==> src/rtl/pb_key_bridge.sv <==
// pb_key_bridge
//   Buffered bridge between a producer kcpsm3 (key stream) and a consumer
//   kcpsm3 (cipher). The producer pushes key bytes into a DEPTH-entry FIFO by
//   writing to KEY_PORT; the consumer reads them, a status byte, and NUM_IN
//   external channels through a registered port_id-decoded input mux.
//
// Ports
//   clk               in   rising-edge clock for all logic
//   reset             in   synchronous, active-high
//   prod_port_id      in   producer port_id
//   prod_out_port     in   producer out_port (push data)
//   prod_write_strobe in   producer write_strobe
//   prod_in_port      out  producer status {0..., overflow, full}, registered
//   cons_port_id      in   consumer port_id; low nibble selects the source
//   cons_read_strobe  in   consumer read_strobe
//   cons_in_port      out  consumer read data, registered
//   ext_in            in   NUM_IN external channels, channel k at [k*DATA_W +: DATA_W]
//
// Flow control: a push is offered when prod_write_strobe is high with
// prod_port_id == KEY_PORT and is accepted unless the FIFO is full with no pop
// in the same cycle (then it is dropped and overflow sets). A pop is offered
// when cons_read_strobe is high with select 0 and is accepted only if the FIFO
// is non-empty (otherwise underflow sets). Both flags are sticky until the
// consumer reads the status select; a set event in the clearing cycle wins.

module pb_key_bridge #(
    parameter int unsigned DATA_W   = 8,
    parameter int unsigned DEPTH    = 16,
    parameter int unsigned NUM_IN   = 4,
    parameter logic [7:0]  KEY_PORT = 8'h01
) (
    input  logic                       clk,
    input  logic                       reset,
    input  logic [7:0]                 prod_port_id,
    input  logic [DATA_W-1:0]          prod_out_port,
    input  logic                       prod_write_strobe,
    output logic [DATA_W-1:0]          prod_in_port,
    input  logic [7:0]                 cons_port_id,
    input  logic                       cons_read_strobe,
    output logic [DATA_W-1:0]          cons_in_port,
    input  logic [NUM_IN*DATA_W-1:0]   ext_in
);

    localparam int unsigned AW = $clog2(DEPTH);
    localparam int unsigned CW = AW + 1;

    logic [DATA_W-1:0] mem_q [DEPTH];
    logic [AW-1:0]     wr_ptr_q, wr_ptr_d;
    logic [AW-1:0]     rd_ptr_q, rd_ptr_d;
    logic [CW-1:0]     count_q, count_d;
    logic              ovf_q, ovf_d;
    logic              unf_q, unf_d;
    logic [DATA_W-1:0] cons_in_port_q, cons_in_port_d;
    logic [DATA_W-1:0] prod_in_port_q, prod_in_port_d;

    logic [3:0]        sel;
    logic              empty, full;
    logic              push_req, push_ok, pop_req, pop_ok, status_clr;
    logic [3:0]        cnt4;
    logic [DATA_W-1:0] status;
    logic              unused_port_bits;

    // Only the low nibble of the consumer port_id is decoded.
    assign sel              = cons_port_id[3:0];
    assign unused_port_bits = ^cons_port_id[7:4];

    assign empty      = (count_q == '0);
    assign full       = (count_q == CW'(DEPTH));
    assign push_req   = prod_write_strobe && (prod_port_id == KEY_PORT);
    assign pop_req    = cons_read_strobe && (sel == 4'd0);
    assign pop_ok     = pop_req && !empty;
    // A pop in the same cycle frees the slot, so a push into a full FIFO still lands.
    assign push_ok    = push_req && (!full || pop_ok);
    assign status_clr = cons_read_strobe && (sel == 4'd1);

    always_comb begin
        cnt4 = 4'(count_q);
        if (32'(count_q) > 32'd15) begin
            cnt4 = 4'hF;
        end
        status      = '0;
        status[7:0] = {ovf_q, unf_q, empty, full, cnt4};
    end

    always_comb begin
        wr_ptr_d = wr_ptr_q;
        rd_ptr_d = rd_ptr_q;
        count_d  = count_q;
        if (push_ok) begin
            wr_ptr_d = wr_ptr_q + 1'b1;
        end
        if (pop_ok) begin
            rd_ptr_d = rd_ptr_q + 1'b1;
        end
        case ({push_ok, pop_ok})
            2'b10:   count_d = count_q + 1'b1;
            2'b01:   count_d = count_q - 1'b1;
            default: count_d = count_q;
        endcase

        // Set terms are OR-ed after the clear so a same-cycle event wins.
        ovf_d = (ovf_q && !status_clr) || (push_req && !push_ok);
        unf_d = (unf_q && !status_clr) || (pop_req && empty);

        cons_in_port_d = '0;
        if (sel == 4'd0) begin
            if (!empty) begin
                cons_in_port_d = mem_q[rd_ptr_q];
            end
        end else if (sel == 4'd1) begin
            cons_in_port_d = status;
        end else begin
            for (int k = 0; k < int'(NUM_IN); k++) begin
                if (sel == 4'(k + 2)) begin
                    cons_in_port_d = ext_in[k*DATA_W +: DATA_W];
                end
            end
        end

        prod_in_port_d      = '0;
        prod_in_port_d[1:0] = {ovf_q, full};
    end

    always_ff @(posedge clk) begin
        if (reset) begin
            wr_ptr_q       <= '0;
            rd_ptr_q       <= '0;
            count_q        <= '0;
            ovf_q          <= 1'b0;
            unf_q          <= 1'b0;
            cons_in_port_q <= '0;
            prod_in_port_q <= '0;
        end else begin
            wr_ptr_q       <= wr_ptr_d;
            rd_ptr_q       <= rd_ptr_d;
            count_q        <= count_d;
            ovf_q          <= ovf_d;
            unf_q          <= unf_d;
            cons_in_port_q <= cons_in_port_d;
            prod_in_port_q <= prod_in_port_d;
        end
    end

    // Storage is not reset; stale entries are unreachable once the pointers clear.
    always_ff @(posedge clk) begin
        if (push_ok) begin
            mem_q[wr_ptr_q] <= prod_out_port;
        end
    end

    assign cons_in_port = cons_in_port_q;
    assign prod_in_port = prod_in_port_q;

endmodule

==> config.mk <==
export PLATFORM = sky130hd
export DESIGN_NAME = pb_key_bridge
export DESIGN_NICKNAME = d
export VERILOG_FILES = /design/src/rtl/pb_key_bridge.sv
export SDC_FILE = /design/constraint.sdc
export NUM_CORES = 1
export LEC_CHECK = 0
export ABC_AREA = 0
export CAP_MARGIN = 30
export CORE_MARGIN = 10
export CORE_UTILIZATION = 54
export DETAILED_ROUTE_END_ITERATION = 10
export MAX_ROUTING_LAYER = met4
export PLACE_DENSITY_LB_ADDON = 0.3
export SLEW_MARGIN = 5
export SYNTH_ARGS = -nofsm -noshare
export SYNTH_HDL_FRONTEND = slang
export SYNTH_SLANG_ARGS = --single-unit
==> constraint.sdc <==
create_clock -name clk -period 3.36 [get_ports clk]
set_input_delay 0.336 -clock clk [delete_from_list [all_inputs] [get_ports clk]]
set_output_delay 0.336 -clock clk [all_outputs]
set_load 0.02 [all_outputs]
======== Word-level counts from Yosys, hierarchy flattened ========
Memory sizes are Yosys's and may differ from the RTL's. A register that Yosys moved wholly into a read port is not among the register bits.
Index checks and enable logic that the tools add are counted.
cells by class
  order comparisons ....................... 1
  muxes and demuxes ....................... 13
  reductions and logical operators ........ 19
  $add $sub $neg .......................... 4
  equal/unequal tests ..................... 9
operator list
  cell                   number
  $mux W8                7
  $mux W4                3
  $pmux W5 S2            1
  $logic_and A1 B1 Y1    9
  $add A4 B1 Y4 const B  2
  $eq A4 B2 Y1 const B   2
  $eq A4 B3 Y1 const B   2
  $eq A8 B1 Y1 const B   1
  $add A5 B1 Y5 const B  1
  $eq A5 B5 Y1 const B   1
  $gt A5 B4 Y1 const B   1
  $logic_not A5 Y1       1
  $sub A5 B1 Y5 const B  1
  $eq A4 B1 Y1 const B   1
  $logic_not A1 Y1       4
  $logic_not A4 Y1       1
  $logic_or A1 B1 Y1     3
  $eq A2 B1 Y1 const B   1
  $eq A2 B2 Y1 const B   1
  $mux W1                2
  $reduce_bool A2 Y1     1
word-level totals
  memories kept ........................... 1
  output and inout port bits .............. 16
  RAM bits ................................ 128
  logic and storage cells ................. 55
  flip-flop bits (word level) ............. 31
  input port bits ......................... 60
memory list
  memory  words  bits a word  rd ports  clocked after memory_dff  wr ports  RTL line  RTL
  mem_q   16     8            1         1                         1         47        logic [DATA_W-1:0] mem_q [DEPTH];

======== Depth between registers and ports, before layout ========
Gate-level depths: netlist of run 1.
  depth after elaboration ................. 8
  mapped depth ............................ 9
  mapped depth without buffers ............ 9

======== Worst setup path after synthesis of run 1 ========
OpenSTA, ideal clock, no wires.
  path type ............................... in2reg
  start ................................... input port cons_port_id[2]
  end ..................................... register count_q[4]
  setup time .............................. 0.121 ns
  cell stages on the path ................. 9
  required time ........................... 3.239 ns
  data arrival time ....................... 2.620 ns
  path buffers ............................ 0
  path slack .............................. 0.619 ns
  cell sequence ........................... or4b_4 a211oi_4 and2_4 ha_1 a21o_1 a21oi_1 nor2_1 a22oi_2 mux2_4
between the ends
  word-level cells in the longest chain between the ends .. 7
  elaborated cells between the ends (all ways) .. 9
  those cells by class .................... eq/ne: 2; mux: 1; reduce/logical: 6
ends and longest elaborated chain
  element                                            RTL line  RTL
  start: declaration                                 38        input logic [7:0] cons_port_id,
  $logic_not A4 Y1 *                                 70        assign pop_req = cons_read_strobe && (sel == 4'd0);
  $logic_and A1 B1 Y1 *                              70
  $logic_and A1 B1 Y1 *                              71        assign pop_ok = pop_req && !empty;
  $logic_or A1 B1 Y1                                 73        assign push_ok = push_req && (!full || pop_ok);
  $logic_and A1 B1 Y1                                73
  $eq A2 B1 Y1 or $eq A2 B2 Y1 (tied branches)       95        case ({push_ok, pop_ok})
  $pmux W5 S2 or $reduce_bool A2 Y1 (tied branches)  --
  end signal: assignment                             136       count_q <= count_d;
  end: declaration                                   50        logic [CW-1:0] count_q, count_d;
Every way passes the cells marked *; elsewhere a longest branch is shown, timed or not.
A chain may end at the register's enable or synchronous reset.

======== Worst setup path after layout of run 1 ========
  start ................................... input port cons_port_id[3]
  end ..................................... register count_q[4]
Same word-level chain as after synthesis.

==> results of run 1 <==
state kept, by name (all words and copies together), names as in the netlist, named ones only:
name,count
unf_q,1
ovf_q,1
cons_in_port,8
wr_ptr_q,4
rd_ptr_q,4
prod_in_port,2
count_q,5
mem_q,128
synthesized netlist by cell type, types with 3 or more instances:
| library cell | number | area (um2) |
|---|---|---|
| edfxtp_1 | 128 | 3840 |
| nor2_1 | 43 | 161 |
| mux4_2 | 32 | 721 |
| dfxtp_1 | 29 | 581 |
| a21oi_1 | 20 | 100 |
| mux2i_1 | 15 | 150 |
| clkbuf_1 | 11 | 41.3 |
| nand2b_1 | 10 | 62.6 |
| buf_1 | 8 | 30.0 |
| ha_1 | 8 | 100 |
| mux2_2 | 8 | 90.1 |
| nand2_1 | 7 | 26.3 |
| o21ai_0 | 7 | 35.0 |
| a221oi_1 | 6 | 52.6 |
| buf_4 | 6 | 45.0 |
| nor2b_1 | 6 | 37.5 |
| nor3_1 | 6 | 30.0 |
| xor2_1 | 6 | 52.6 |
| buf_2 | 5 | 25.0 |
| a211o_1 | 4 | 35.0 |
| nand4b_1 | 4 | 35.0 |
| o32ai_1 | 4 | 35.0 |
| inv_1 | 3 | 11.3 |
| nand3_1 | 3 | 15.0 |
| o21ai_1 | 3 | 15.0 |
layer usage:
layer  part of all wire  vias to the layer above  track usage  wire [um]
met5                  0                        -            -          0
met4             0.0063                        0       0.0519         90
met3              0.062                        6       0.0408        892
met2               0.51                      145        0.277       7300
met1               0.42                     1971        0.212       6020
li1                   -                     1796            -          -
cell type report:
| class | instances | share of cell area |
|---|---|---|
| Inverter | 3 | 0.00136 |
| Clock buffer | 18 | 0.0519 |
| Clock inverter | 14 | 0.0278 |
| Timing Repair Buffer | 89 | 0.103 |
| Multi-Input combinational cell | 234 | 0.256 |
| Sequential cell | 157 | 0.535 |
| Tap cell | 168 | 0.0254 |
how the worst min path moves through the flow:
stage / from / to / slack (ps) / cells after the start
global placement: ovf_q / prod_in_port[1] / 490 / 1
finish: ovf_q / prod_in_port[1] / 510 / 1
CTS: ovf_q / prod_in_port[1] / 510 / 1
global route: ovf_q / prod_in_port[1] / 530 / 1
detailed placement: ovf_q / prod_in_port[1] / 500 / 1
floorplan: prod_out_port[0] / mem_q[0][0] / 430 / 0
metrics by stage:
stage | std cells | hold slack, ps | instance area (um2) | utilization
after floorplan | 424 | 435 | 6690 | -
after global placement | 650 | 492 | 7600 | 0.630
after detailed placement | 651 | 499 | 7610 | 0.631
after CTS | 683 | 508 | 8270 | 0.686
after global routing | 683 | 531 | 8270 | 0.686
final | 683 | 506 | 8270 | 0.686
power by group through the flow:
stage	Clock, uW	Combinational, uW	Sequential [uW]
after floorplan	0	57.9	2150
after global placement	0	160	2150
after detailed placement	0	166	2150
after CTS	2130	167	2110
after global routing	2220	180	2110
final	2120	167	2110
cells by family (layout without fill, tap and decap cells):
group	Yosys count	count (layout)	synth area share
xor gates and xnor gates	8	8	0.0105
other	1	6	0.000562
DFF	157	157	0.663
buffers and inverters	33	124	0.0229
muxes	57	57	0.148
adders and majority gates	9	9	0.0180
and+or+nand+nor	95	95	0.0735
AOI/OAI and AO/OA	59	59	0.0634
==> impl_metrics.ini, run 1 <==
[outcome]
outcome = completed

[worst_setup_path]
timing.critical_path.slowest_cell_delay_ps = 590
crit_path_end_kind = flop
worst_path_max_delay_cell = or4b_4
critical_path.endpoint = count_q[4]
timing.critical_path.buf_inv = 1
crit_chain = clkdlybuf4s50_1 > or4b_4 > a211oi_4 > and2_4 > ha_1 > a21o_1 > a21oi_1 > nor2_1 > a22oi_2 > mux2_4
crit-reg2reg-capture = count_q[4]
r2r-start = count_q[0]
worst-r2r-setup-slack_ps = 740
cp_data_required_time_ps = 3670
delay_heaviest_family_cp = simple AND/OR/NAND/NOR gates
worst_r2r_path_depth = 9
cp_data_arrival_time_ps = 3010
class_of_the_most_critical_setup_path = primary input to flop
worstSetupStartpointType = primary input
crit_fanout = 5
path_depth = 10
setup.worst_path.start = cons_port_id[3]

[power]
power.switching_fraction = 0.196
power.density_cell_area_nw_per_um2 = 531
static-leakage-power_uw = 0.00275
internal-power_uw = 3530
switchingPower_uw = 860
seq_power_share = 0.480
power_frac_clock = 0.482
comb_power_share = 0.038
peakVddDrop_uv = 350
finalPower_uw = 4390

[grt]
grt.total_usage = 0.172
grt_first_pass_wirelength_um = 22800
vias_in_the_first_global_route = 4181
initial_antenna_violation_count = 0
globalRoute.totalOverflow = 0
grt_start_max_net_pins = 33

[finish]
finish.net_count = 571
mostFrequentLayoutCell = edfxtp_1
num_antenna_cells = 0
drive_gt1_frac = 0.210
num-fill-cells = 814
layout_common_cells = edfxtp_1 (128), clkdlybuf4s50_1 (65), nor2_1 (43)
area.growth.synth_to_final_pct = 24.0
layout.area.seq_um2 = 4430
multi_input_area_um2 = 2120

[timing]
worst_pin_slew_ps = 723
timing.final.setup_violations = 0
hold_violations = 0
slew_viol_final = 0
tns_ps = 0
skew_ps = 17.1
fmax_mhz = 370
grt_setup_unrepaired = no
fin_crit_ps = 2700
layout_setup_ws_ps = 659
maxSlewHeadroom = 0.517
final_min_period_over_clock_period = 0.804

[yosys]
asyncSetResetFlopFracSynth = 0
synth_area_per_cell_um2 = 15.9
synth-main-ff-cell = edfxtp_1
synth-seq-area-share = 0.663
synth.yosys.warnings = 0
synth.cell_area_um2 = 6670
synth.distinct_cells = 55
postSynthCellCount = 419
synth_enable_flop_cells = 128
ys_ff_latch = 157

[clock_network]
postCtsHoldBufs = 0
post_cts_buffers = 0
clock_tree_from_tritoncts = built
clock_tree.buffer_depth = 2
cts_sinks = 157
htree_levels = 4
cts-buffers-inserted = 17
root_buffer = clkbuf_16
ctsResizeCount = 0
clock_latency_ps = 420
clkSlewWorstSetupHoldPaths_ps = 60

[floorplan]
core.rowCount = 40
die-width_um = 131
design.core.area_um2 = 12100
floorplan.io_pins = 76
die_height_um = 131
start_util = 0.553
floorplan.die_area_um2 = 17200

[route]
first_iter_violations = 254
first_pass_iters = 5
antenna_violation_net_count_after_detailed_routing = 0
via_count_of_the_routed_design = 3918
average_wire_per_cell_in_the_routed_design_um = 20.9
drc = 0
route.final.wire_length_um = 14300
dr_vias_cell = 5.74

[run]
drv_cap = 0

[worst_hold_path]
timing.hold.worst.class = flop to flop

[place]
port_buffer_cells = 65
dpl.hpwl_um = 9570
post-place-ws_ps = 226
place_congestion = 0.787
(Power assumes the default switching activity.)
==> run 2, diff against run 1 <==
==> constraint.sdc (replaced) <==
create_clock -name clk -period 2.6 [get_ports clk]
set_input_delay 0.26 -clock clk [delete_from_list [all_inputs] [get_ports clk]]
set_output_delay 0.26 -clock clk [all_outputs]
set_load 0.02 [all_outputs]
==> run 2 against run 1 <==
  * Highest routed layer unchanged
  * Clock skew fell by 1.4 ps
  * Setup slack worse by 520 ps
  * Critical path depth stayed put
  * Critical endpoint unchanged
==> impl_metrics.ini, run 2 (synthesis results as in run 1) <==
[clock_network]
root_buffer = clkbuf_16
clock_tree_from_tritoncts = built
postCtsHoldBufs = 0
clock_latency_ps = 430
post_cts_buffers = 0
clkSlewWorstSetupHoldPaths_ps = 60
htree_levels = 4
ctsResizeCount = 0
clock_tree.buffer_depth = 2
cts_sinks = 157
cts-buffers-inserted = 17

[worst_setup_path]
worst_r2r_path_depth = 9
worstSetupStartpointType = primary input
cp_data_required_time_ps = 2920
crit_fanout = 3
cp_data_arrival_time_ps = 2780
crit-reg2reg-capture = count_q[4]
critical_path.endpoint = count_q[4]
setup.worst_path.start = cons_port_id[3]
class_of_the_most_critical_setup_path = primary input to flop
timing.critical_path.slowest_cell_delay_ps = 560
r2r-start = count_q[1]
worst_path_max_delay_cell = or4b_4
crit_path_end_kind = flop
worst-r2r-setup-slack_ps = 250
crit_chain = clkdlybuf4s50_1 > or4b_4 > a211oi_4 > and2_4 > ha_1 > a21o_1 > a21oi_2 > nor2_1 > a22oi_2 > mux2_4

[finish]
finish.net_count = 589
top_register = mem_q
layout_common_cells = edfxtp_1 (128), clkdlybuf4s50_1 (65), nor2_1 (43)
drive_gt1_frac = 0.242
largest_reg_flops = 128
finalCoreUtilization = 0.691
num-fill-cells = 805
area.growth.synth_to_final_pct = 24.8
num_antenna_cells = 0
final-instance-count-excl-fill = 701
mostFrequentLayoutCell = edfxtp_1

[place]
place_congestion = 0.813
numPlacedInstances = 669
dpl.hpwl_um = 9760
port_buffer_cells = 65

[grt]
vias_in_the_first_global_route = 4200
grt_start_max_net_pins = 33
grt.total_usage = 0.178
grt_first_pass_wirelength_um = 23100
globalRoute.totalOverflow = 0
initial_antenna_violation_count = 0

[floorplan]
die-width_um = 131
floorplan.io_pins = 76
core.rowCount = 40
die_height_um = 131
start_util = 0.553
design.core.area_um2 = 12100
floorplan.die_area_um2 = 17200

[timing]
grt_setup_unrepaired = no
final_min_period_over_clock_period = 0.946
fin_hold_ws_ps = 490
worst_pin_slew_ps = 607
skew_ps = 15.7
fin_crit_ps = 2460
tns_ps = 0
timing.final.setup_violations = 0
fmax_mhz = 406
hold_violations = 0
slew_viol_final = 0
maxSlewHeadroom = 0.594

[route]
dr_vias_cell = 5.71
drc = 0
first_pass_iters = 5
route.final.wire_length_um = 14400
antenna_violation_net_count_after_detailed_routing = 0
average_wire_per_cell_in_the_routed_design_um = 20.5
via_count_of_the_routed_design = 4003
first_iter_violations = 396

[outcome]
outcome = completed

[power]
peakVddDrop_uv = 563
static-leakage-power_uw = 0.00280
power.density_cell_area_nw_per_um2 = 645

[worst_hold_path]
timing.hold.worst.class = flop to flop

[run]
drv_cap = 0
[run 2: cell count changes in the layout (fill, tap and decap cells not counted), sizes merged]
cell / delta
clkbuf: -1
clkinv: +3
clkinvlp: +2
inv: -1
buf: +18
bufinv: -3
[run 2: worst max-delay path: cells and delay by family]
kind                     cells  cell delay (ps)
adder cells (fa/ha/maj)      1              250
AND/OR/NAND/NOR              3              820
buffers and inverters        1              450
multiplexers                 1              310
AO/OA/AOI/OAI                4              700
[run 2: cell type report]
| class | count | area (um2) | share of cell area |
|---|---|---|---|
| tap | 168 | 210 | 0.0252 |
| timing repair buffer | 107 | 978 | 0.117 |
| sequential | 157 | 4430 | 0.531 |
| inverter | 3 | 11.3 | 0.00135 |
| multi-input combinational | 234 | 2120 | 0.254 |
| clock inverter | 15 | 160 | 0.0192 |
| clock buffer | 17 | 425 | 0.0511 |
[run 2: metrics by stage]
step | setup slack (ps) | power [uW] | instance area, um2
3_3_place_gp | -193 | 2980 | 7740
5_1_grt | 40.1 | 5530 | 8330
3_5_place_dp | -231 | 2990 | 7740
2_1_floorplan | 27.7 | 2860 | 6700
6_report | 139 | 5370 | 8330
4_1_cts | 180 | 5410 | 8330
[run 2: worst min path at each step]
stage                      from  slack (ps)         endpoint  depth (start not counted)
4_1_cts                   ovf_q         490  prod_in_port[1]                          1
3_3_place_gp              ovf_q         480  prod_in_port[1]                          1
5_1_grt                   ovf_q         500  prod_in_port[1]                          1
3_5_place_dp              ovf_q         470  prod_in_port[1]                          1
6_report                  ovf_q         490  prod_in_port[1]                          1
2_1_floorplan  prod_out_port[0]         360      mem_q[0][0]                          0
[run 2: power breakdown]
| part | internal (uW) | switching [uW] | total, uW |
|---|---|---|---|
| Clock | 1430 | 1000 | 2430 |
| Combinational | 115 | 103 | 219 |
| Sequential | 2720 | 2.05 | 2720 |
| Total | 4260 | 1110 | 5370 |
[run 2: metal layers]
layer  part of all wire  GRT usage  vias up  wire length, um
li1                   -          -     1828                -
met1               0.41      0.225     2014             5940
met2               0.50      0.273      145             7200
met3              0.072     0.0469       16             1030
met4              0.014     0.0606        0              203
met5                  0          -        -                0
